## config.mk

```make
export PLATFORM = sky130hd
export DESIGN_NAME = prog_sequencer_flat
export DESIGN_NICKNAME = d
export VERILOG_FILES = /design/src/rtl/prog_sequencer_pkg.sv /design/src/rtl/prog_sequencer_if.sv /design/src/rtl/prog_sequencer_sat_counter.sv /design/src/rtl/prog_sequencer.sv /design/src/flat_wrapper.sv
export SDC_FILE = /design/constraint.sdc
export NUM_CORES = 1
export LEC_CHECK = 0
export ABC_CLOCK_PERIOD_IN_PS = 4900
export CAP_MARGIN = 10
export CORE_MARGIN = 2
export CORE_UTILIZATION = 45
export DETAILED_ROUTE_END_ITERATION = 16
export DONT_BUFFER_PORTS = 1
export MAX_ROUTING_LAYER = met4
export SLEW_MARGIN = 15
export SYNTH_ARGS = -nofsm -noshare
export SYNTH_HDL_FRONTEND = slang
export SYNTH_SLANG_ARGS = --single-unit
```

## constraint.sdc

```tcl
create_clock -name clk -period 4.9 [get_ports clk]
set_clock_uncertainty 0.2 [all_clocks]
set_input_delay 0.98 -clock clk [delete_from_list [all_inputs] [get_ports clk]]
set_output_delay 0.98 -clock clk [all_outputs]
set_load 0.05 [all_outputs]
```

## src/rtl/prog_sequencer_pkg.sv

```systemverilog
// Shared types and constants for the program sequencer.
// Holds the controller state encoding, the per-program base address table,
// and the widths of the selector and cycle counter.
package prog_sequencer_pkg;

  typedef enum logic [1:0] {IDLE, INIT, RUN, DONE} state_t;

  localparam int BASE_W  = 10;
  localparam int SEL_W   = 2;
  localparam int COUNT_W = 16;

  localparam logic [BASE_W-1:0] PROG_BASE [3] = '{10'd0, 10'd219, 10'd220};

  // Selectors outside the table map to address 0 so the lookup is total.
  function automatic logic [BASE_W-1:0] progBase(input logic [SEL_W-1:0] sel);
    logic [BASE_W-1:0] base;
    base = '0;
    case (sel)
      2'd0:    base = PROG_BASE[0];
      2'd1:    base = PROG_BASE[1];
      2'd2:    base = PROG_BASE[2];
      default: base = '0;
    endcase
    return base;
  endfunction

endpackage

```

## src/rtl/prog_sequencer_if.sv

```systemverilog
// Start/done handshake and fetch-stage control bundle of the program sequencer.
// master: the requester side (drives start, prog_sel, halt).
// slave:  the sequencer side (drives init, pc_load_val, run, status outputs).
interface prog_sequencer_if #(
  parameter int PC_W = 10
);
  logic            start;
  logic [1:0]      prog_sel;
  logic            halt;
  logic            init;
  logic [PC_W-1:0] pc_load_val;
  logic            run;
  logic            busy;
  logic            done;
  logic            timeout;
  logic            bad_sel;
  logic [15:0]     cycle_count;

  modport master (
    output start, prog_sel, halt,
    input  init, pc_load_val, run, busy, done, timeout, bad_sel, cycle_count
  );

  modport slave (
    input  start, prog_sel, halt,
    output init, pc_load_val, run, busy, done, timeout, bad_sel, cycle_count
  );
endinterface

```

## src/rtl/prog_sequencer_sat_counter.sv

```systemverilog
// Saturating up-counter with synchronous clear and count enable.
// Ports: clk, rst (async, active-high), clear_i, en_i, count_o.
// Clear has priority over enable; the count sticks at all-ones.
module sat_counter #(
  parameter int WIDTH = 16
) (
  input  logic             clk,
  input  logic             rst,
  input  logic             clear_i,
  input  logic             en_i,
  output logic [WIDTH-1:0] count_o
);

  logic [WIDTH-1:0] count_q;
  logic [WIDTH-1:0] count_d;

  // Next value: clear wins, otherwise step unless already saturated.
  always_comb begin
    count_d = count_q;
    if (clear_i) begin
      count_d = '0;
    end else if (en_i && (count_q != '1)) begin
      count_d = count_q + WIDTH'(1);
    end
  end

  // Counter register.
  always_ff @(posedge clk or posedge rst) begin
    if (rst) begin
      count_q <= '0;
    end else begin
      count_q <= count_d;
    end
  end

  assign count_o = count_q;

endmodule

```

## src/rtl/prog_sequencer.sv

```systemverilog
// Program-level controller for the fetch stage: launches the selected
// program (init + base address), releases the core, waits for halt or the
// watchdog limit, then reports completion over a four-phase handshake.
// Ports: clk, rst (async, active-high), bus (prog_sequencer_if.slave):
//   in  start, prog_sel, halt
//   out init, pc_load_val, run, busy, done, timeout, bad_sel, cycle_count
module prog_sequencer
  import prog_sequencer_pkg::*;
#(
  parameter int          NUM_PROGS   = 3,
  parameter int          PC_W        = 10,
  parameter int          INIT_CYCLES = 2,
  parameter logic [15:0] MAX_CYCLES  = 16'd60000
) (
  input logic               clk,
  input logic               rst,
  prog_sequencer_if.slave   bus
);

  localparam int INIT_W = (INIT_CYCLES > 1) ? $clog2(INIT_CYCLES) : 1;
  localparam logic [COUNT_W:0] LIMIT = {1'b0, MAX_CYCLES};

  state_t             state_q;
  logic [SEL_W-1:0]   sel_q;
  logic [INIT_W-1:0]  initCnt_q;
  logic               init_q;
  logic               run_q;
  logic               busy_q;
  logic               done_q;
  logic               timeout_q;
  logic               badSel_q;
  logic [COUNT_W-1:0] cycleCount;
  logic               selValid;
  logic               launch;
  logic               limitReached;

  assign selValid = ({30'd0, bus.prog_sel} < 32'(NUM_PROGS));
  assign launch   = (state_q == IDLE) && bus.start && selValid;

  // The counter is about to take its value for this RUN edge, so compare
  // count+1 against the limit to stop exactly on the MAX_CYCLES-th edge.
  assign limitReached = ({1'b0, cycleCount} + 17'd1) >= LIMIT;

  sat_counter #(.WIDTH(COUNT_W)) u_cycleCounter (
    .clk     (clk),
    .rst     (rst),
    .clear_i (launch),
    .en_i    (state_q == RUN),
    .count_o (cycleCount)
  );

  // Controller FSM with registered control outputs. bad_sel defaults low so
  // it only survives one cycle after an invalid request.
  always_ff @(posedge clk or posedge rst) begin
    if (rst) begin
      state_q   <= IDLE;
      sel_q     <= '0;
      initCnt_q <= '0;
      init_q    <= 1'b0;
      run_q     <= 1'b0;
      busy_q    <= 1'b0;
      done_q    <= 1'b0;
      timeout_q <= 1'b0;
      badSel_q  <= 1'b0;
    end else begin
      badSel_q <= 1'b0;
      case (state_q)
        IDLE: begin
          if (bus.start) begin
            if (selValid) begin
              sel_q     <= bus.prog_sel;
              timeout_q <= 1'b0;
              initCnt_q <= INIT_W'(INIT_CYCLES - 1);
              init_q    <= 1'b1;
              busy_q    <= 1'b1;
              state_q   <= INIT;
            end else begin
              badSel_q <= 1'b1;
            end
          end
        end
        INIT: begin
          if (initCnt_q == '0) begin
            init_q  <= 1'b0;
            run_q   <= 1'b1;
            state_q <= RUN;
          end else begin
            initCnt_q <= initCnt_q - INIT_W'(1);
          end
        end
        RUN: begin
          // halt takes priority so a program halting on the limit edge
          // is reported as a clean finish.
          if (bus.halt || limitReached) begin
            timeout_q <= !bus.halt;
            run_q     <= 1'b0;
            busy_q    <= 1'b0;
            done_q    <= 1'b1;
            state_q   <= DONE;
          end
        end
        DONE: begin
          if (!bus.start) begin
            done_q  <= 1'b0;
            state_q <= IDLE;
          end
        end
        default: state_q <= IDLE;
      endcase
    end
  end

  assign bus.init        = init_q;
  assign bus.run         = run_q;
  assign bus.busy        = busy_q;
  assign bus.done        = done_q;
  assign bus.timeout     = timeout_q;
  assign bus.bad_sel     = badSel_q;
  assign bus.cycle_count = cycleCount;
  assign bus.pc_load_val = (state_q == INIT) ? PC_W'(progBase(sel_q)) : '0;

endmodule
```

## src/flat_wrapper.sv

```systemverilog
// flat-port wrapper written by rule: the top's interface ports become plain ports
module prog_sequencer_flat import prog_sequencer_pkg::*;
#(
  parameter int          NUM_PROGS   = 3,
  parameter int          PC_W        = 10,
  parameter int          INIT_CYCLES = 2,
  parameter logic [15:0] MAX_CYCLES  = 16'd60000
)
  (clk, rst, bus_start, bus_prog_sel, bus_halt, bus_init, bus_pc_load_val, bus_run, bus_busy, bus_done, bus_timeout, bus_bad_sel, bus_cycle_count);
  prog_sequencer_if #(.PC_W(PC_W)) bus_i ();
  input logic clk;
  input logic rst;
  input wire logic [$bits(bus_i.start)-1:0] bus_start;
  input wire logic [$bits(bus_i.prog_sel)-1:0] bus_prog_sel;
  input wire logic [$bits(bus_i.halt)-1:0] bus_halt;
  output wire logic [$bits(bus_i.init)-1:0] bus_init;
  output wire logic [$bits(bus_i.pc_load_val)-1:0] bus_pc_load_val;
  output wire logic [$bits(bus_i.run)-1:0] bus_run;
  output wire logic [$bits(bus_i.busy)-1:0] bus_busy;
  output wire logic [$bits(bus_i.done)-1:0] bus_done;
  output wire logic [$bits(bus_i.timeout)-1:0] bus_timeout;
  output wire logic [$bits(bus_i.bad_sel)-1:0] bus_bad_sel;
  output wire logic [$bits(bus_i.cycle_count)-1:0] bus_cycle_count;
  assign bus_i.start = bus_start;
  assign bus_i.prog_sel = bus_prog_sel;
  assign bus_i.halt = bus_halt;
  assign bus_init = bus_i.init;
  assign bus_pc_load_val = bus_i.pc_load_val;
  assign bus_run = bus_i.run;
  assign bus_busy = bus_i.busy;
  assign bus_done = bus_i.done;
  assign bus_timeout = bus_i.timeout;
  assign bus_bad_sel = bus_i.bad_sel;
  assign bus_cycle_count = bus_i.cycle_count;
  prog_sequencer #(.NUM_PROGS(NUM_PROGS), .PC_W(PC_W), .INIT_CYCLES(INIT_CYCLES), .MAX_CYCLES(MAX_CYCLES)) u_core (.clk(clk), .rst(rst), .bus(bus_i));
endmodule
```

==> impl_metrics.csv, run 1 <==
group,metric,value,unit
critical_path,critPathLaunchType,"flip-flop",
critical_path,worst-endpoint-required,4870,ps
global_routing,grt-ovfl-total,0,
synthesis,synthTopCellsByCount,"nor2_1 (31), dfrtp_1 (27), nand2_1 (15), inv_1 (11)",
worst_hold_path,min-delay-path-class,"flip-flop to flip-flop",
clock_network,insertion_delay,280,ps
synthesis,synth_seq_cells,27,
die,rows,23,
timing,fin_crit_sh,69.7,%
clock_network,clock_sinks,27,
final_layout,layout-drive-gt1-share,5.00,%
synthesis,synth_area_leader_cell,"dfrtp_1",
timing,final.setup.tns,0,ps
synthesis,synth_seq_area_share,36.6,%
outcome,status,"finished, final reports clean",
synthesis,synth_edf_count,0,
critical_path,crit_fanout,14,
routing,vias_per_cell,5.95,
timing,whs,358,ps
synthesis,synth.most_common_cell,"nor2_1",
placement,globalplace.congestion,0.834,
clock_network,postCtsSetupBuffers,0,
placement,port-buffer-count,0,
clock_network,cts_max_path_buffers,2,
clock_network,cts_tree,"built",
timing,finalHoldViolCount,0,
clock_network,root_buffer,"clkbuf_8",
clock_network,cts_resized,0,
timing,fmax,0.293,GHz
die,core_area,3970,µm²
synthesis,synth.distinct_cells,51,
global_routing,antenna_found_initial,0,
synthesis,ys.flop_type,"dfrtp_1",
clock_network,cts_buffers,3,
clock_network,cts_hold_buffers,0,
power,p_per_area,579,nW/µm²
synthesis,yosysWarnings,0,
critical_path,critical_path_class,"flip-flop to flip-flop",
final_layout,diodes,0,
global_routing,grt_pass1_vias,1414,
timing,period_needed,3420,ps
routing,num_vias,1488,
routing,wl_per_cell,16.0,µm
global_routing,grt_pass1_wl,6.78,mm
clock_network,cts.clk_slew.worst_paths,100,ps
final_layout,final_nets,214,
power,ir_drop,0.225,mV
placement,dpl.hpwl,2.82,mm
die,die_height,68.0,µm
die,ios,38,
routing,drt_pass1_iterations,4,
synthesis,synthArstFlopShare,100,%
final_layout,area_growth,0.814,%
global_routing,grt_util_all_layers,19.8,%
timing,worstMarginPinSlew,1190,ps
synthesis,netlist_area,1840,µm²
synthesis,synth_top_area_share,36.6,%
synthesis,syn_inst,212,
critical_path,cp-end-kind,"flip-flop",
die,die_x,68.0,µm
synthesis,avgSynthCellArea,8.70,µm²
timing,setup_viol,0,
critical_path,critPathArrivalTime,3390,ps
die,start_util,46.4,%
timing,rsz0062_at_grt,"no",
routing,drt_iter0_markers,103,
timing,final-max-slew-violation-count,0,
synthesis,synth.area.top_cells,"dfrtp_1 (37%), nor2_1 (6.3%), ha_1 (4.7%), xor2_1 (4.7%), xnor2_1 (3.8%)",
run,maxCapViolations,0,
clock_network,htreeDepth,1,
die,dieArea,4630,µm²
routing,ant_nets,0,
global_routing,grt_max_degree,28,
routing,drt_drc_violations_left,0,
power,p_leak,0.793,nW
timing,relSlewSlack,20.2,%
routing,wl,3.99,mm
-- flip-flops by register name (all words and copies together) (netlist names) --
signal / flops
u_core.u_cycleCounter.count_o: 16
u_core.bus.timeout: 1
u_core.initCnt_q: 1
u_core.bus.busy: 1
u_core.bus.run: 1
u_core.sel_q: 2
u_core.state_q: 2
u_core.bus.bad_sel: 1
u_core.bus.init: 1
u_core.bus.done: 1
-- where the power goes --
group / switching (W) / internal, W / total, W
Sequential: 0.000234 / 0.000283 / 0.000517
Combinational: 0.000284 / 0.000142 / 0.000426
Clock: 0.0000743 / 0.0000585 / 0.000133
Total: 0.000592 / 0.000484 / 0.00108
-- cell type report --
| cell class | instances | area, µm² |
|---|---|---|
| Fill cell | 395 | 2110 |
| Sequential cell | 27 | 676 |
| Tap cell | 50 | 62.6 |
| Multi-Input combinational cell | 158 | 1030 |
| Inverter | 11 | 41.3 |
| Clock buffer | 4 | 45.0 |
-- path summary, 6_finish.rpt --
kind                                                   from                                end  slack (ps)  cells past startpoint
max                        u_core.u_cycleCounter.count_o[2]                  u_core.state_q[1]        1480                      7
min                                         u_core.sel_q[1]                    u_core.sel_q[1]         360                      2
max reg2reg                u_core.u_cycleCounter.count_o[2]                  u_core.state_q[1]        1480                      7
min reg2reg                                 u_core.sel_q[1]                    u_core.sel_q[1]         360                      2
max in group asynchronous                               rst  u_core.u_cycleCounter.count_o[11]        3540                      1
min in group asynchronous                               rst   u_core.u_cycleCounter.count_o[1]         490                      1
-- layer usage --
metal  global-route usage [%]  routed length [µm]  up-vias
met5                        -                   0        -
met4                     6.25                  53        0
met3                     3.13                 262        5
met2                     32.5                1840       58
met1                     25.1                1840      719
li1                         -                   -      706
-- logic make-up after synthesis --
family	count (synthesis)	share of synthesized area, %
AND/OR/NAND/NOR	90	25.4
AO/OA/AOI/OAI	37	14.2
buffers and inverters	29	8.28
flip-flops	27	36.6
XOR/XNOR	18	8.55
adder cells (fa/ha/maj)	7	4.75
multiplexers	3	1.90
other	1	0.203
-- critical path, stage by stage, from the launching register on --
cell and delay [ps]:
dfrtp_1 790, nand3_1 530, nor2_1 450, nand3_1 130, a221oi_1 460, o311ai_4 180, a21oi_2 260, mux2_4 310
-- through the flow --
step	cells	util (%)	total power (W)	instance area, µm²	setup slack (ps)
finish	250	46.8	0.00108	1860	1480
detailed placement	246	45.7	0.000949	1810	1540
floorplan	214	-	0.000877	1850	1910
global placement	246	45.7	0.000929	1810	1680
CTS	250	46.8	0.00108	1860	1530
global route	250	46.8	0.00116	1860	1330
-- cell usage in the layout (no fill, tap or decap), types with 7 or more instances in the layout --
cell     synthesis  routed
a21oi_1         10       9
dfrtp_1         27      27
ha_1             7       7
inv_1           11      10
nand2_1         15      15
nand3_1          7       7
nor2_1          31      30
xnor2_1          8       8
xor2_1          10      10
(Power assumes the default switching activity.)
==> run 2, diff against run 1 <==
ABC_CLOCK_PERIOD_IN_PS = 3500   (was 4900)
clock period = 3.5 ns   (was 4.9 ns; I/O delays follow)
==> run 2 against run 1 <==
Compared with the run above:
- sequential share of layout area decreased by 2.2 points
- largest cell class unchanged
- highest routed layer unchanged
- combinational power grew 83%
- non-clock buffer count increased by 16
==> impl_metrics.csv, run 2 (synthesis results as in run 1) <==
group,metric,value,unit
placement,globalplace.congestion,0.813,
worst_hold_path,min-delay-path-class,"primary input to async pin",
die,core_area,3970,µm²
routing,wl_per_cell,14.9,µm
timing,final-max-slew-violation-count,0,
die,dieArea,4630,µm²
run,maxCapViolations,0,
clock_network,root_buffer,"clkbuf_8",
final_layout,final_common_cell,"nor2_1",
critical_path,slowest_stage,"or4_1",
global_routing,grt-ovfl-total,0,
routing,drt_iter0_markers,103,
critical_path,worst-endpoint-required,3470,ps
routing,drt_pass1_iterations,4,
clock_network,cts.clk_slew.worst_paths,110,ps
critical_path,critical_path_class,"flip-flop to flip-flop",
power,p_per_area,791,nW/µm²
critical_path,critPathLaunchType,"flip-flop",
clock_network,cts_buffers,3,
outcome,status,"finished, final reports clean",
critical_path,crit_chain,"ha_1, nand2_1, or4_1, o211ai_1, o211a_1, o311ai_4, a21oi_2, mux2_4",
routing,wl,3.96,mm
timing,whs,351,ps
power,p_leak,0.884,nW
die,die_x,68.0,µm
die,start_util,46.4,%
clock_network,htreeDepth,1,
timing,final.setup.tns,0,ps
clock_network,cts_resized,0,
critical_path,cp-end-kind,"flip-flop",
critical_path,critical_path.max_stage_delay,550,ps
clock_network,postCtsSetupBuffers,0,
timing,fin_crit_sh,81.2,%
global_routing,grt_pass1_vias,1438,
critical_path,critPathArrivalTime,2820,ps
routing,vias_per_cell,5.55,
placement,dpl.hpwl,2.92,mm
power,seqPwrFrac,38.0,%
timing,relSlewSlack,31.1,%
clock_network,insertion_delay,270,ps
die,die_height,68.0,µm
clock_network,clock_sinks,27,
final_layout,area_growth,7.39,%
placement,port-buffer-count,0,
power,swShare,53.3,%
timing,period_needed,2840,ps
timing,finalHoldViolCount,0,
die,rows,23,
global_routing,grt_util_all_layers,19.6,%
clock_network,cts_max_path_buffers,2,
timing,rsz0062_at_grt,"no",
final_layout,final_nets,230,
power,switchingPower,0.000835,W
global_routing,grt_max_degree,28,
power,ir_drop,0.358,mV
power,intPower,0.000731,W
final_layout,diodes,0,
global_routing,antenna_found_initial,0,
die,ios,38,
final_layout,largest_reg_flops,16,
power,combinationalPowerShare,49.7,%
clock_network,cts_tree,"built",
critical_path,crit_fanout,8,
timing,fmax,0.352,GHz
final_layout,layout_common_cells,"nor2_1 (30), dfrtp_1 (27), buf_4 (16)",
timing,worstMarginPinSlew,1030,ps
routing,drt_drc_violations_left,0,
global_routing,grt_pass1_wl,6.68,mm
routing,ant_nets,0,
final_layout,layout-drive-gt1-share,12.0,%
routing,num_vias,1476,
timing,setup_viol,0,
clock_network,cts_hold_buffers,0,
power,clkPwrFrac,12.3,%
run 2: critical path, delay by kind of cell (launching register included):
family | cells | cell delay [ps]
compound gates | 4 | 720
fa+ha+maj | 1 | 280
simple gates | 2 | 780
mux | 1 | 310
flops | 1 | 450
run 2: metrics by stage:
step / setup WS, ps / total power, W / std cells / utilization, % / cell area [µm²]
floorplan: 528 / 0.00123 / 214 / - / 1850
global placement: 732 / 0.00136 / 262 / 48.6 / 1930
detailed placement: 684 / 0.00139 / 262 / 48.6 / 1930
CTS: 658 / 0.00158 / 266 / 49.9 / 1980
global route: 457 / 0.00169 / 266 / 49.9 / 1980
finish: 657 / 0.00157 / 266 / 49.9 / 1980
run 2: layer usage:
layer	up-vias	share of wire [%]	GRT usage, %	wire length, µm
li1	734	-	-	-
met1	708	47	25.1	1870
met2	32	47	31.3	1850
met3	2	5.4	4.77	215
met4	0	0.58	4.25	23
met5	-	0	-	0
run 2: final timing paths:
| path | start | end | slack [ps] | depth (start not counted) |
|---|---|---|---|---|
| max | u_core.u_cycleCounter.count_o[0] | u_core.state_q[1] | 660 | 8 |
| min | rst | u_core.sel_q[0] | 350 | 1 |
| max reg2reg | u_core.u_cycleCounter.count_o[0] | u_core.state_q[1] | 660 | 8 |
| min reg2reg | u_core.sel_q[1] | u_core.sel_q[1] | 360 | 2 |
| max in group asynchronous | rst | u_core.u_cycleCounter.count_o[8] | 2120 | 1 |
| min in group clk | u_core.sel_q[1] | u_core.sel_q[1] | 360 | 2 |
run 2: power by group through the flow:
stage | Combinational (W) | Sequential, W | Clock [W]
final | 0.000779 | 0.000595 | 0.000192
after global placement | 0.000769 | 0.000596 | 0
after CTS | 0.000788 | 0.000596 | 0.000197
after detailed placement | 0.000787 | 0.000601 | 0
after global routing | 0.000857 | 0.000615 | 0.000214
after floorplan | 0.000544 | 0.000684 | 0
run 2: final cells by class:
class,instances,area [µm²]
Fill cell,404,1990
Timing Repair Buffer,16,120
Clock buffer,3,41.3
Tap cell,50,62.6
Inverter,11,41.3
Sequential cell,27,676
Multi-Input combinational cell,158,1030
Clock inverter,1,8.76
